File: src/rtl/div_iter.sv
`default_nettype none
// ============================================================================
// Module   : div_iter
// Brief    : Iterative restoring divider, signed or unsigned, one quotient
//            bit per clock. Returns {remainder, quotient} with a ready flag
//            that stays up until the requester releases start_i.
// Revision : 1.0 - initial release
// ----------------------------------------------------------------------------
// Ports
//   clk           in   1       rising-edge clock
//   rst           in   1       asynchronous active-high reset
//   signed_div_i  in   1       1 = two's-complement divide, 0 = unsigned
//   opdata1_i     in   DW      dividend
//   opdata2_i     in   DW      divisor
//   start_i       in   1       1 = request a divide / hold result,
//                              0 = no request / release finished result
//   annul_i       in   1       abort the operation in progress
//   result_o      out  2*DW    {remainder, quotient}, registered
//   ready_o       out  1       result_o valid, registered
// ============================================================================
module div_iter #(
  parameter int DW = 32
) (
  input  logic              clk,
  input  logic              rst,
  input  logic              signed_div_i,
  input  logic [DW-1:0]     opdata1_i,
  input  logic [DW-1:0]     opdata2_i,
  input  logic              start_i,
  input  logic              annul_i,
  output logic [2*DW-1:0]   result_o,
  output logic              ready_o
);

  localparam int            c_CW   = (DW > 1) ? $clog2(DW) : 1;
  localparam logic [c_CW-1:0] c_LAST = c_CW'(DW - 1);

  typedef enum logic [1:0] {
    S_FREE   = 2'd0,
    S_BYZERO = 2'd1,
    S_ON     = 2'd2,
    S_END    = 2'd3
  } state_t;

  // Registered state
  state_t            r_state;
  logic [c_CW-1:0]   r_cnt;
  logic [2*DW:0]     r_work;     // {partial remainder (DW+1), dividend/quotient (DW)}
  logic [DW-1:0]     r_divisor;  // divisor magnitude
  logic              r_neg_q;    // quotient must be negated at the end
  logic              r_neg_r;    // remainder must be negated at the end

  // Next-state values
  state_t            w_state_nxt;
  logic [c_CW-1:0]   w_cnt_nxt;
  logic [2*DW:0]     w_work_nxt;
  logic [DW-1:0]     w_divisor_nxt;
  logic              w_neg_q_nxt;
  logic              w_neg_r_nxt;
  logic [2*DW-1:0]   w_result_nxt;
  logic              w_ready_nxt;

  // Operand magnitudes for the latch cycle
  logic              w_op1_neg;
  logic              w_op2_neg;
  logic [DW-1:0]     w_op1_mag;
  logic [DW-1:0]     w_op2_mag;

  // One restoring step
  logic [2*DW:0]     w_shift;
  logic [DW:0]       w_diff;
  logic              w_fits;
  logic [2*DW:0]     w_step;
  logic [DW-1:0]     w_quot;
  logic [DW-1:0]     w_rem;
  logic [DW-1:0]     w_quot_fix;
  logic [DW-1:0]     w_rem_fix;

  assign w_op1_neg = signed_div_i & opdata1_i[DW-1];
  assign w_op2_neg = signed_div_i & opdata2_i[DW-1];
  assign w_op1_mag = w_op1_neg ? (DW'(0) - opdata1_i) : opdata1_i;
  assign w_op2_mag = w_op2_neg ? (DW'(0) - opdata2_i) : opdata2_i;

  // Shift the working register left, then try to subtract the divisor from
  // the upper DW+1 bits. The partial remainder is always below the divisor,
  // so after the shift it fits in DW+1 bits and the borrow shows up as the
  // top bit of the difference.
  assign w_shift = r_work << 1;
  assign w_diff  = w_shift[2*DW:DW] - {1'b0, r_divisor};
  assign w_fits  = ~w_diff[DW];
  assign w_step  = w_fits ? {w_diff, w_shift[DW-1:1], 1'b1} : w_shift;

  // Quotient bits accumulate in the low half, remainder in the high half.
  assign w_quot = w_step[DW-1:0];
  assign w_rem  = w_step[2*DW-1:DW];

  // Sign restoration. The most-negative / -1 case wraps naturally to the
  // most-negative value, so no overflow handling is needed.
  assign w_quot_fix = r_neg_q ? (DW'(0) - w_quot) : w_quot;
  assign w_rem_fix  = r_neg_r ? (DW'(0) - w_rem)  : w_rem;

  // --------------------------------------------------------------------------
  // State register
  // --------------------------------------------------------------------------
  always_ff @(posedge clk or posedge rst) begin
    if (rst) begin
      r_state   <= S_FREE;
      r_cnt     <= '0;
      r_work    <= '0;
      r_divisor <= '0;
      r_neg_q   <= 1'b0;
      r_neg_r   <= 1'b0;
      result_o  <= '0;
      ready_o   <= 1'b0;
    end else begin
      r_state   <= w_state_nxt;
      r_cnt     <= w_cnt_nxt;
      r_work    <= w_work_nxt;
      r_divisor <= w_divisor_nxt;
      r_neg_q   <= w_neg_q_nxt;
      r_neg_r   <= w_neg_r_nxt;
      result_o  <= w_result_nxt;
      ready_o   <= w_ready_nxt;
    end
  end

  // --------------------------------------------------------------------------
  // Next-state and output logic
  // --------------------------------------------------------------------------
  always_comb begin
    w_state_nxt   = r_state;
    w_cnt_nxt     = r_cnt;
    w_work_nxt    = r_work;
    w_divisor_nxt = r_divisor;
    w_neg_q_nxt   = r_neg_q;
    w_neg_r_nxt   = r_neg_r;
    w_result_nxt  = result_o;
    w_ready_nxt   = ready_o;

    case (r_state)
      S_FREE: begin
        w_result_nxt = '0;
        w_ready_nxt  = 1'b0;
        if (start_i && !annul_i) begin
          // Operands and sign mode are captured here only; later input
          // changes have no effect until the block returns to FREE.
          w_work_nxt    = {{(DW+1){1'b0}}, w_op1_mag};
          w_divisor_nxt = w_op2_mag;
          w_neg_q_nxt   = w_op1_neg ^ w_op2_neg;
          w_neg_r_nxt   = w_op1_neg;
          w_cnt_nxt     = '0;
          w_state_nxt   = (opdata2_i == '0) ? S_BYZERO : S_ON;
        end
      end

      S_BYZERO: begin
        if (annul_i) begin
          w_state_nxt  = S_FREE;
          w_result_nxt = '0;
          w_ready_nxt  = 1'b0;
        end else begin
          w_state_nxt  = S_END;
          w_result_nxt = '0;
          w_ready_nxt  = 1'b1;
        end
      end

      S_ON: begin
        // Dropping start_i here does not abort; only annul_i or rst do.
        if (annul_i) begin
          w_state_nxt  = S_FREE;
          w_result_nxt = '0;
          w_ready_nxt  = 1'b0;
        end else begin
          w_work_nxt = w_step;
          if (r_cnt == c_LAST) begin
            // Final step: publish the sign-corrected result on the same edge.
            w_state_nxt  = S_END;
            w_result_nxt = {w_rem_fix, w_quot_fix};
            w_ready_nxt  = 1'b1;
          end else begin
            w_cnt_nxt = r_cnt + c_CW'(1);
          end
        end
      end

      S_END: begin
        // annul_i is ignored here; the result is held until start_i drops,
        // so a start held high cannot re-trigger without a FREE cycle.
        if (!start_i) begin
          w_state_nxt  = S_FREE;
          w_result_nxt = '0;
          w_ready_nxt  = 1'b0;
        end
      end

      default: begin
        w_state_nxt  = S_FREE;
        w_result_nxt = '0;
        w_ready_nxt  = 1'b0;
      end
    endcase
  end

endmodule
`default_nettype wire

File: config.mk
export PLATFORM = sky130hd
export DESIGN_NAME = div_iter
export DESIGN_NICKNAME = d
export VERILOG_FILES = /design/src/rtl/div_iter.sv
export SDC_FILE = /design/constraint.sdc
export NUM_CORES = 1
export LEC_CHECK = 0
export BUFFER_PORTS_ARGS = -buffer_cell sky130_fd_sc_hd__buf_2
export CAP_MARGIN = 40
export CORE_ASPECT_RATIO = 0.7
export CORE_UTILIZATION = 50
export DETAILED_ROUTE_END_ITERATION = 8
export GPL_TIMING_DRIVEN = 0
export HOLD_SLACK_MARGIN = 0.05
export PLACE_DENSITY_LB_ADDON = 0.2
export SYNTH_ARGS = -nofsm -noshare
export SYNTH_HDL_FRONTEND = slang
export SYNTH_SLANG_ARGS = --single-unit
File: constraint.sdc
create_clock -name clk -period 11.3 [get_ports clk]
set_input_delay 1.13 -clock clk [delete_from_list [all_inputs] [get_ports clk]]
set_output_delay 1.13 -clock clk [all_outputs]
set_load 0.005 [all_outputs]
; Yosys cells after proc, flatten, opt, wreduce, memory -nomap -nowiden
; Cells that the tools add are included.
[totals]
ramBits = 0
out_inout_bits = 65
word_cells = 65
mem_bits_ro = 0
inputBits = 69
memories = 0
latchBits = 0
ff_bits = 170
[classes]
shifts = 0
div_mod_pow = 0
n_mul = 0
n_reduce_logical = 11
muxes = 28
n_bitwise = 3
eq_ne = 9
magnitude_cmp = 0
addsub = 6
[ops]
columns = op, count
row1 = 64-bit two-way mux, 6
row2 = 64-bit case mux with 3 select lines, 1
row3 = 32-bit two-way mux, 4
row4 = 64-bit case mux with 2 select lines, 1
row5 = "1-bit by 32-bit subtractor with 32-bit output, first input constant", 4
row6 = 33-bit by 32-bit subtractor with 33-bit output, 1
row7 = 32-bit zero test, 1
row8 = 5-bit two-way mux, 3
row9 = 2-bit two-way mux, 6
row10 = 5-bit case mux with 2 select lines, 1
row11 = "2-bit inequality test, second input constant", 4
row12 = 2-bit case mux with 4 select lines, 1
row13 = 3-bit AND reduction, 2
row14 = "5-bit by 1-bit adder with 5-bit output, second input constant", 1
row15 = "5-bit equality test, second input constant", 1
row16 = "2-bit equality test, second input constant", 2
row17 = 1-bit two-way mux, 4
row18 = 1-bit case mux with 4 select lines, 1
row19 = 2-bit AND reduction, 2
row20 = 4-bit AND reduction, 1
row21 = "3-bit inequality test, second input constant", 1
row22 = 1-bit bitwise AND, 2
row23 = "2-bit by 1-bit equality test with 1-bit output, second input constant", 1
row24 = 2-bit zero test, 1
row25 = 5 further kinds, 5

; Depth between registers and ports, before layout
; Gate-level depths: netlist (run 1).
[depth]
ltp_word = 7
ltp_mapped = 25
mapped_depth_nobuf = 22

; Worst setup path before layout (run 1)
; No wires, ideal clock.
[synth_timing]
kind = reg-to-reg
from = register r_work[31]
to = register result_o[62]
t_required_ps = 11169
arrival_ps = 4556
setup_time_ps = 131
slack_ps = 6613
path_stages_with_launch = 26
n_path_buf = 3
period_less_slack_ps = 4687
cell_sequence = dfrtp_1 > inv_1 > ha_1 > inv_1 > fa_1 > nand3_1 > a211oi_1 > o21ai_1 > a211o_1 > a21oi_1 > nor2_2 > inv_2 > buf_2 > buf_4 > buf_2 > nor2_1 > a21oi_1 > ha_1 > inv_1 > a21oi_1 > nand4_2 > o41ai_4 > nand3_2 > o41ai_2 > xor2_1 > o21ai_1
[synth_via]
elab_chain_cells = 7
[synth_rtl]
columns = element, line_no
row1 = from (decl), 48  ; logic [2*DW:0] r_work;
row2 = from (signal assigned), 118  ; r_work <= w_work_nxt;
row3 = 33-bit by 32-bit subtractor with 33-bit output, 89  ; assign w_diff = w_shift[2*DW:DW] - {1'b0, r_divisor};
row4 = 64-bit two-way mux *, 91  ; assign w_step = w_fits ? {w_diff, w_shift[DW-1:1], 1'b1} : w_shift;
row5 = 1-bit by 32-bit subtractor with 32-bit output, 100  ; assign w_rem_fix = r_neg_r ? (DW'(0) - w_rem) : w_rem;
row6 = 32-bit two-way mux *, 100
row7 = 64-bit two-way mux *, 176  ; if (r_cnt == c_LAST) begin
row8 = 64-bit two-way mux *, 170  ; if (annul_i) begin
row9 = 64-bit case mux with 3 select lines *, 140  ; case (r_state)
row10 = to (signal assigned), 122  ; result_o <= w_result_nxt;
row11 = to (decl), 31  ; output logic [2*DW-1:0] result_o,
; Every way passes the cells marked *; elsewhere a longest branch is shown, timed or not. The select of a mux whose other input is x is not followed.
; A chain may end at the register's enable or synchronous reset.

; Worst setup path in the final report (run 1)
[layout_timing]
from = register r_work[31]
to = register result_o[60]
; The elaborated chain is that of the path after synthesis.

==> impl_table.tex, run 1 <==
\begin{tabular}{lr}
\hline
Metric & Value \\
\hline
\multicolumn{2}{l}{\textbf{Run status}} \\
Status & complete, no violations \\
\multicolumn{2}{l}{\textbf{Yosys}} \\
Yosys cell types & 79 \\
Synthesized area per cell & 8.00 um2 \\
Compound-cell area share of the yosys netlist & 23.6\% \\
Top cell type by total area after synthesis & dfrtp\_1 \\
Synthesized flop and latch total & 170 \\
Post-synthesis share of cell area spent on full adders, half adders and majority gates & 4.55\% \\
Cell types with the largest area share after synthesis & dfrtp\_1 (35\%), o21ai\_0 (8.7\%), nand2\_1 (6.9\%), xor2\_1 (5.1\%), a21oi\_1 (4.6\%) \\
Commonest register cell after synthesis & dfrtp\_1 \\
Most instantiated library cell after synthesis & nand2\_1 \\
Main combinational cell family by area after synthesis & compound AO/OA/AOI/OAI gates \\
Area fraction of the dominant cell type after synthesis & 35.5\% \\
Async set-reset flop share out of synthesis & 100\% \\
Count of flip-flops with a built-in enable after synthesis & 0 \\
Combined area of all synthesized cells & 0.0120 mm2 \\
Syn Nets & 1611 \\
Cells after Synth & 1499 \\
Post-synthesis share of cell area spent on and, or, nand and nor gates & 20.2\% \\
Mux share of post-synthesis cell area & 2.27\% \\
Proportion of synthesized chip area in sequential cells & 35.5\% \\
Total of warnings raised by yosys & 0 \\
Top post-synthesis cells by count & nand2\_1 (220), o21ai\_0 (208), dfrtp\_1 (170), a21oi\_1 (110), nor2\_1 (105) \\
Post-synthesis share of cell area spent on xor and xnor gates & 9.57\% \\
\multicolumn{2}{l}{\textbf{Pwr}} \\
Peak supply drop & 0.166 mV \\
PwrDens & 313 mW/mm2 \\
Leakage power summed over all cells & 6.22 nW \\
\multicolumn{2}{l}{\textbf{STA}} \\
Count of final max-slew check failures & 0 \\
Sum of negative setup slack & 0 ns \\
\# setup viols final & 0 \\
Worst-case headroom to the max-slew limit & 40.1\% \\
Final worst-path cycle share & 61.4\% \\
Minimum period implied by the final worst setup slack & 6.94 ns \\
Number of hold violations in the final report & 0 \\
RSZ-0062 raised after global routing & no \\
Worst setup skew after layout & 0.0117 ns \\
Slew at the pin closest to its max-slew limit & 0.892 ns \\
Fmax & 144 MHz \\
\multicolumn{2}{l}{\textbf{Global routing}} \\
Via count of the first global-routing pass & 10913 \\
Maximum number of pins on one net before global-route repair & 97 \\
Residual overflow from global routing & 0 \\
Overall fraction of global-route tracks in use & 30.3\% \\
Number of antenna violations at the first check in global routing & 0 \\
Global-route wire length before repair & 59000 um \\
\multicolumn{2}{l}{\textbf{Worst setup path}} \\
Startpoint Class & flop \\
Data arrival time of the critical path & 7.26 ns \\
Worst-path fanout max & 10 \\
Critical Setup Path Class & reg2reg \\
Required time at the endpoint of the critical path & 11.63 ns \\
CP endpoint kind & flop \\
\multicolumn{2}{l}{\textbf{Clocking}} \\
Clock transition at the registers of the reported paths & 0.07 ns \\
Clk buf depth & 2 \\
TritonCTS buffer count & 17 \\
CTS Hold Bufs & 0 \\
Setup Fix Bufs, Post-CTS & 0 \\
CTS tree & yes \\
Cell at the root of the clock tree & clkbuf\_16 \\
Clock insertion delay at the later pin of the skew report & 0.45 ns \\
H-tree depth reported by CTS & 4 \\
Clk sink count & 170 \\
Resize count post-CTS & 0 \\
\multicolumn{2}{l}{\textbf{Worst hold path}} \\
Worst min-delay path category & reg2reg \\
\multicolumn{2}{l}{\textbf{Detailed routing}} \\
Residual DRC count & 0 \\
Final ANT Viol Nets & 0 \\
Detailed-route vias per instance & 6.00 \\
Post-DR wirelength/cell & 18.7 um \\
Drt total wl & 37100 um \\
Via count & 11906 \\
DRT Pass-1 Iters & 6 \\
Number of design-rule violations left by the first detailed-router iteration & 1277 \\
\multicolumn{2}{l}{\textbf{Die}} \\
Num ports & 134 \\
Starting density of the core & 50.9\% \\
Placeable Area & 0.0236 mm2 \\
Die Area & 0.0246 mm2 \\
\# rows & 47 \\
Y dimension of the die & 132 um \\
Die Span X & 187 um \\
\multicolumn{2}{l}{\textbf{Cells and area}} \\
Area Growth Syn to Fin & 14.2\% \\
Core Util, Final & 58.1\% \\
Proportion of layout cells with a drive suffix above 1 & 12.4\% \\
Number of nets in the layout & 1765 \\
Number of fill cells in the layout & 2258 \\
Number of inserted diodes & 0 \\
\multicolumn{2}{l}{\textbf{Placed design}} \\
PortBufs & 133 \\
HPWL reported at the end of detailed placement & 28900 um \\
Placer's final routability congestion estimate & 0.938 \\
\multicolumn{2}{l}{\textbf{Run}} \\
Number of violations of the max-capacitance limit & 0 \\
\hline
\end{tabular}
## per-stage QoR
stage	instance area (um2)	std cells	setup slack (ns)	total power [mW]	hold WS [ns]
after floorplan	12000	1499	5.57	2.88	0.450
after global placement	13100	1950	3.48	3.55	0.457
after detailed placement	13100	1952	4.91	3.60	0.465
after CTS	13700	1984	4.83	4.22	0.481
after global routing	13700	1984	4.31	4.59	0.501
final	13700	1984	4.36	4.29	0.475
## cell usage in the layout, fill, tap and decap left out, types with 11 or more instances in the layout
master / synthesis / layout
nand4_1: 11 / 11
ha_1: 42 / 42
inv_1: 57 / 56
nand2b_1: 11 / 11
a21oi_1: 110 / 110
mux2i_1: 25 / 25
dfrtp_1: 170 / 170
a21o_1: 18 / 18
nand3_1: 51 / 51
nor4_1: 18 / 18
o211ai_1: 11 / 11
xor2_1: 70 / 70
or3_1: 21 / 21
o21ai_1: 27 / 27
nor2_1: 105 / 105
clkbuf_16: 0 / 17
o21ai_0: 208 / 208
buf_2: 9 / 142
o31ai_1: 17 / 17
clkbuf_1: 63 / 64
nor3_1: 27 / 27
xnor2_1: 61 / 61
nand2_1: 220 / 220
## critical path, cell delays in order, from the launching register on
cell       delay, ns
dfrtp_1         0.52
inv_1           0.09
ha_1            0.22
inv_1           0.07
fa_1            0.21
nand3_1         0.15
a211oi_1        0.47
o21ai_1         0.28
a211o_1         0.37
a21oi_1         0.53
nor2_2          0.23
inv_2           0.23
buf_2           0.32
buf_4           0.27
buf_2           0.32
nor2_1          0.08
a21oi_1         0.22
ha_1            0.22
inv_1           0.11
nor4_1          0.49
o2111ai_1       0.32
o41ai_4         0.13
nand3_2         0.22
o31ai_1         0.46
xnor2_1         0.19
o21ai_1         0.08
## power breakdown
group / switching [mW] / total (mW) / internal, mW
sequential: 0.177 / 0.938 / 0.762
combinational: 1.79 / 2.74 / 0.952
clock: 0.278 / 0.615 / 0.338
## cell type report
class / instances / area (um2) / share of cell area, %
repair buffers: 135 / 704 / 5.14
clock buffers: 19 / 443 / 3.23
well taps: 318 / 398 / 2.90
flip-flops and latches: 170 / 4250 / 31.0
plain buffers: 77 / 304 / 2.22
multi-input cells: 1194 / 7220 / 52.7
clock inverters: 13 / 154 / 1.12
inverters: 58 / 225 / 1.64
## worst paths after layout
check                                            to  cells after the start  slack, ns                      from
min in group asynchronous  result_o[39]$_DFFE_PP0P_                      2       0.75                       rst
min reg2reg                result_o[16]$_DFFE_PP0P_                      2       0.48  result_o[16]$_DFFE_PP0P_
max                        result_o[60]$_DFFE_PP0P_                     25       4.36    r_work[31]$_DFFE_PP0P_
max reg2reg                result_o[60]$_DFFE_PP0P_                     25       4.36    r_work[31]$_DFFE_PP0P_
min                        result_o[16]$_DFFE_PP0P_                      2       0.48  result_o[16]$_DFFE_PP0P_
max in group asynchronous     r_work[5]$_DFFE_PP0P_                      3       9.69                       rst
## state kept, by name, summed over array words and instances, names as in the netlist
signal and flops:
r_cnt 5, result_o 64, ready_o 1, r_neg_q 1
r_neg_r 1, r_divisor 32, r_work 64, r_state 2
## layer usage
| layer | vias to the layer above | part of all wire [%] | GRT usage, % |
|---|---|---|---|
| met5 | - | 0 | 0 |
| met4 | 0 | 1.5 | 6.56 |
| li1 | 5623 | - | - |
| met3 | 48 | 8.0 | 4.97 |
| met2 | 506 | 41 | 42.8 |
| met1 | 5729 | 49 | 47.9 |
## cells by family (layout without fill, tap and decap cells)
family	after synthesis	after routing
buffers and inverters	135	302
flip-flops	170	170
AND/OR/NAND/NOR	521	521
AO/OA/AOI/OAI	472	472
multiplexers	27	27
adder cells (fa/ha/maj)	43	43
XOR/XNOR	131	131
Note: power is estimated with default switching activity, not from simulation.
==> run 2: changes to the inputs <==
==> constraint.sdc (replaced) <==
create_clock -name clk -period 6.3 [get_ports clk]
set_input_delay 0.63 -clock clk [delete_from_list [all_inputs] [get_ports clk]]
set_output_delay 0.63 -clock clk [all_outputs]
set_load 0.005 [all_outputs]
==> impl_table.tex, run 2 (synthesized netlist as in run 1, its figures left out) <==
\begin{tabular}{lr}
\hline
Metric & Value \\
\hline
\multicolumn{2}{l}{\textbf{Run status}} \\
Status & complete, no violations \\
\multicolumn{2}{l}{\textbf{Global routing}} \\
Via count of the first global-routing pass & 10915 (+0.018\%) \\
Residual overflow from global routing & 0 (unchanged) \\
Overall fraction of global-route tracks in use & 30.3\% (unchanged) \\
Number of antenna violations at the first check in global routing & 0 (unchanged) \\
Maximum number of pins on one net before global-route repair & 97 (unchanged) \\
Global-route wire length before repair & 59000 um (about the same) \\
\multicolumn{2}{l}{\textbf{Die}} \\
Placeable Area & 0.0236 mm2 (unchanged) \\
Starting density of the core & 50.9\% (unchanged) \\
Y dimension of the die & 132 um (unchanged) \\
Die Span X & 187 um (unchanged) \\
Die Area & 0.0246 mm2 (unchanged) \\
\# rows & 47 (unchanged) \\
Num ports & 134 (unchanged) \\
\multicolumn{2}{l}{\textbf{Placed design}} \\
Placer's final routability congestion estimate & 0.938 (unchanged) \\
PortBufs & 133 (unchanged) \\
Cell area after placement & 0.0131 mm2 (unchanged) \\
HPWL reported at the end of detailed placement & 28900 um (unchanged) \\
Dpl ws & -0.0866 ns (-5.00 ns) \\
\multicolumn{2}{l}{\textbf{Cells and area}} \\
Top library cells by usage in the layout, fill and taps aside & nand2\_1 (220), o21ai\_0 (208), dfrtp\_1 (170) \\
Proportion of layout cells with a drive suffix above 1 & 12.6\% (+0.19 points) \\
Leading cell type in the layout, fill and taps excluded & nand2\_1 \\
Layout Cell Area excl Fill & 0.0137 mm2 (+0.19\%) \\
Number of nets in the layout & 1764 (-0.057\%) \\
Area Growth Syn to Fin & 14.4\% \\
Number of inserted diodes & 0 (unchanged) \\
Registers with the most flip-flops & r\_work x64, result\_o x64, r\_divisor x32 \\
\multicolumn{2}{l}{\textbf{STA}} \\
Post-route worst hold slack & 0.257 ns (-0.219 ns) \\
Worst-case headroom to the max-slew limit & 41.3\% (+1.2 points) \\
Final Worst Setup Slack & 0.261 ns (-4.10 ns) \\
\# setup viols final & 0 (unchanged) \\
Final worst-path cycle share & 95.9\% (+34 points) \\
Count of final max-slew check failures & 0 (unchanged) \\
Number of hold violations in the final report & 0 (unchanged) \\
Slew at the pin closest to its max-slew limit & 0.874 ns (-0.0176 ns) \\
Fmax & 166 MHz (+15\%) \\
RSZ-0062 raised after global routing & no \\
Minimum period implied by the final worst setup slack & 6.04 ns (-0.897 ns) \\
Worst setup skew after layout & 0.0126 ns (+0.000858 ns) \\
\multicolumn{2}{l}{\textbf{Detailed routing}} \\
DRT Pass-1 Iters & 5 (-1) \\
Via count & 11849 (-0.48\%) \\
Final ANT Viol Nets & 0 (unchanged) \\
Residual DRC count & 0 (unchanged) \\
Post-DR wirelength/cell & 18.7 um (-0.17\%) \\
Drt total wl & 37000 um (-0.22\%) \\
Number of design-rule violations left by the first detailed-router iteration & 1232 (-3.5\%) \\
Detailed-route vias per instance & 5.98 (-0.43\%) \\
\multicolumn{2}{l}{\textbf{Clocking}} \\
Cell at the root of the clock tree & clkbuf\_16 \\
CTS Hold Bufs & 0 (unchanged) \\
Clk buf depth & 2 (unchanged) \\
Clock transition at the registers of the reported paths & 0.07 ns (about the same) \\
TritonCTS buffer count & 17 (unchanged) \\
CTS tree & yes \\
Clk sink count & 170 (unchanged) \\
Clock insertion delay at the later pin of the skew report & 0.45 ns (about the same) \\
Setup Fix Bufs, Post-CTS & 0 (unchanged) \\
H-tree depth reported by CTS & 4 (unchanged) \\
\multicolumn{2}{l}{\textbf{Pwr}} \\
Net switching share of the total power & 52.1\% (-0.17 points) \\
Leakage power summed over all cells & 6.22 nW (about the same) \\
Sequential share of power & 21.9\% (about the same) \\
Clock group share of total power & 14.3\% (about the same) \\
Net Sw Power & 4.01 mW (+79\%) \\
Part of the power in combinational logic & 63.8\% (about the same) \\
PwrDens & 560 mW/mm2 (+79\%) \\
Cell internal power dissipation & 3.69 mW (+80\%) \\
Peak supply drop & 0.302 mV (+82\%) \\
\multicolumn{2}{l}{\textbf{Worst setup path}} \\
Worst-path fanout max & 19 (+9) \\
Register-to-register setup slack & 0.26 ns (-4.10 ns) \\
CP endpoint kind & flop \\
Data arrival time of the critical path & 6.36 ns (-0.90 ns) \\
Startpoint Class & flop \\
Critical Setup Path Class & reg2reg \\
Required time at the endpoint of the critical path & 6.62 ns (-5.01 ns) \\
\multicolumn{2}{l}{\textbf{Run}} \\
Number of violations of the max-capacitance limit & 0 (unchanged) \\
\multicolumn{2}{l}{\textbf{Worst hold path}} \\
Worst min-delay path category & in2async \\
\hline
\end{tabular}
## run 2: metrics by stage
stage               instances  total power [mW]  setup TNS [ns]  utilization (%)
floorplan                1499              5.16               0                -
global placement         1950              6.37         -169.55             55.4
detailed placement       1952              6.45          -0.145             55.6
CTS                      1984              7.58               0             58.1
global route             1983              8.26               0             58.2
finish                   1983              7.69               0             58.2
## run 2: worst paths after layout
path / cells after the start / startpoint / to
max reg2reg: 24 / r_work[31]$_DFFE_PP0P_ / result_o[60]$_DFFE_PP0P_
min reg2reg: 2 / result_o[16]$_DFFE_PP0P_ / result_o[16]$_DFFE_PP0P_
max: 24 / r_work[31]$_DFFE_PP0P_ / result_o[60]$_DFFE_PP0P_
min in group clk: 2 / result_o[16]$_DFFE_PP0P_ / result_o[16]$_DFFE_PP0P_
min: 2 / rst / result_o[39]$_DFFE_PP0P_
max in group asynchronous: 3 / rst / r_work[5]$_DFFE_PP0P_
## run 2: critical path, stage by stage (launching register included)
cell      delay [ns]
dfrtp_1         0.51
inv_1           0.09
ha_1            0.22
inv_1           0.07
fa_1            0.21
nand3_1         0.16
a211oi_2        0.32
o21ai_1         0.23
a211o_1         0.37
a21oi_2         0.39
nor2_4          0.14
inv_2           0.19
buf_2           0.32
buf_6           0.27
nor2_1          0.07
a21oi_1         0.22
ha_1            0.22
inv_1           0.11
a21oi_1         0.29
nand4_2         0.20
o41ai_4         0.39
nand3_2         0.22
o31ai_1         0.43
xnor2_1         0.19
o21ai_1         0.08
## run 2: cell type report
| cell class | count | area (um2) |
|---|---|---|
| clock buffers | 19 | 443 |
| repair buffers | 135 | 704 |
| clock inverters | 13 | 154 |
| inverters | 58 | 225 |
| fillers | 2249 | 9850 |
| plain buffers | 76 | 305 |
| flip-flops and latches | 170 | 4250 |
| multi-input cells | 1194 | 7240 |
| well taps | 318 | 398 |
## run 2: timing repair
item,in CTS,in global routing
resized for setup,2,5
pin swaps,0,0
gates cloned,0,0
setup endpoints to repair,4,16
## run 2: metal layers
metal / GRT usage, % / routed length [um] / up-vias
met4: 6.56 / 516 / 0
li1: - / - / 5615
met2: 42.8 / 15400 / 469
met1: 47.9 / 18200 / 5724
met3: 4.99 / 2890 / 41
met5: 0 / 0 / -
## run 2: power by group through the flow
stage	Clock, mW	Sequential, mW	Combinational, mW
after floorplan	0	1.59	3.57
after global placement	0	1.68	4.69
after detailed placement	0	1.69	4.76
after CTS	1.11	1.67	4.80
after global routing	1.16	1.72	5.38
final	1.10	1.69	4.91
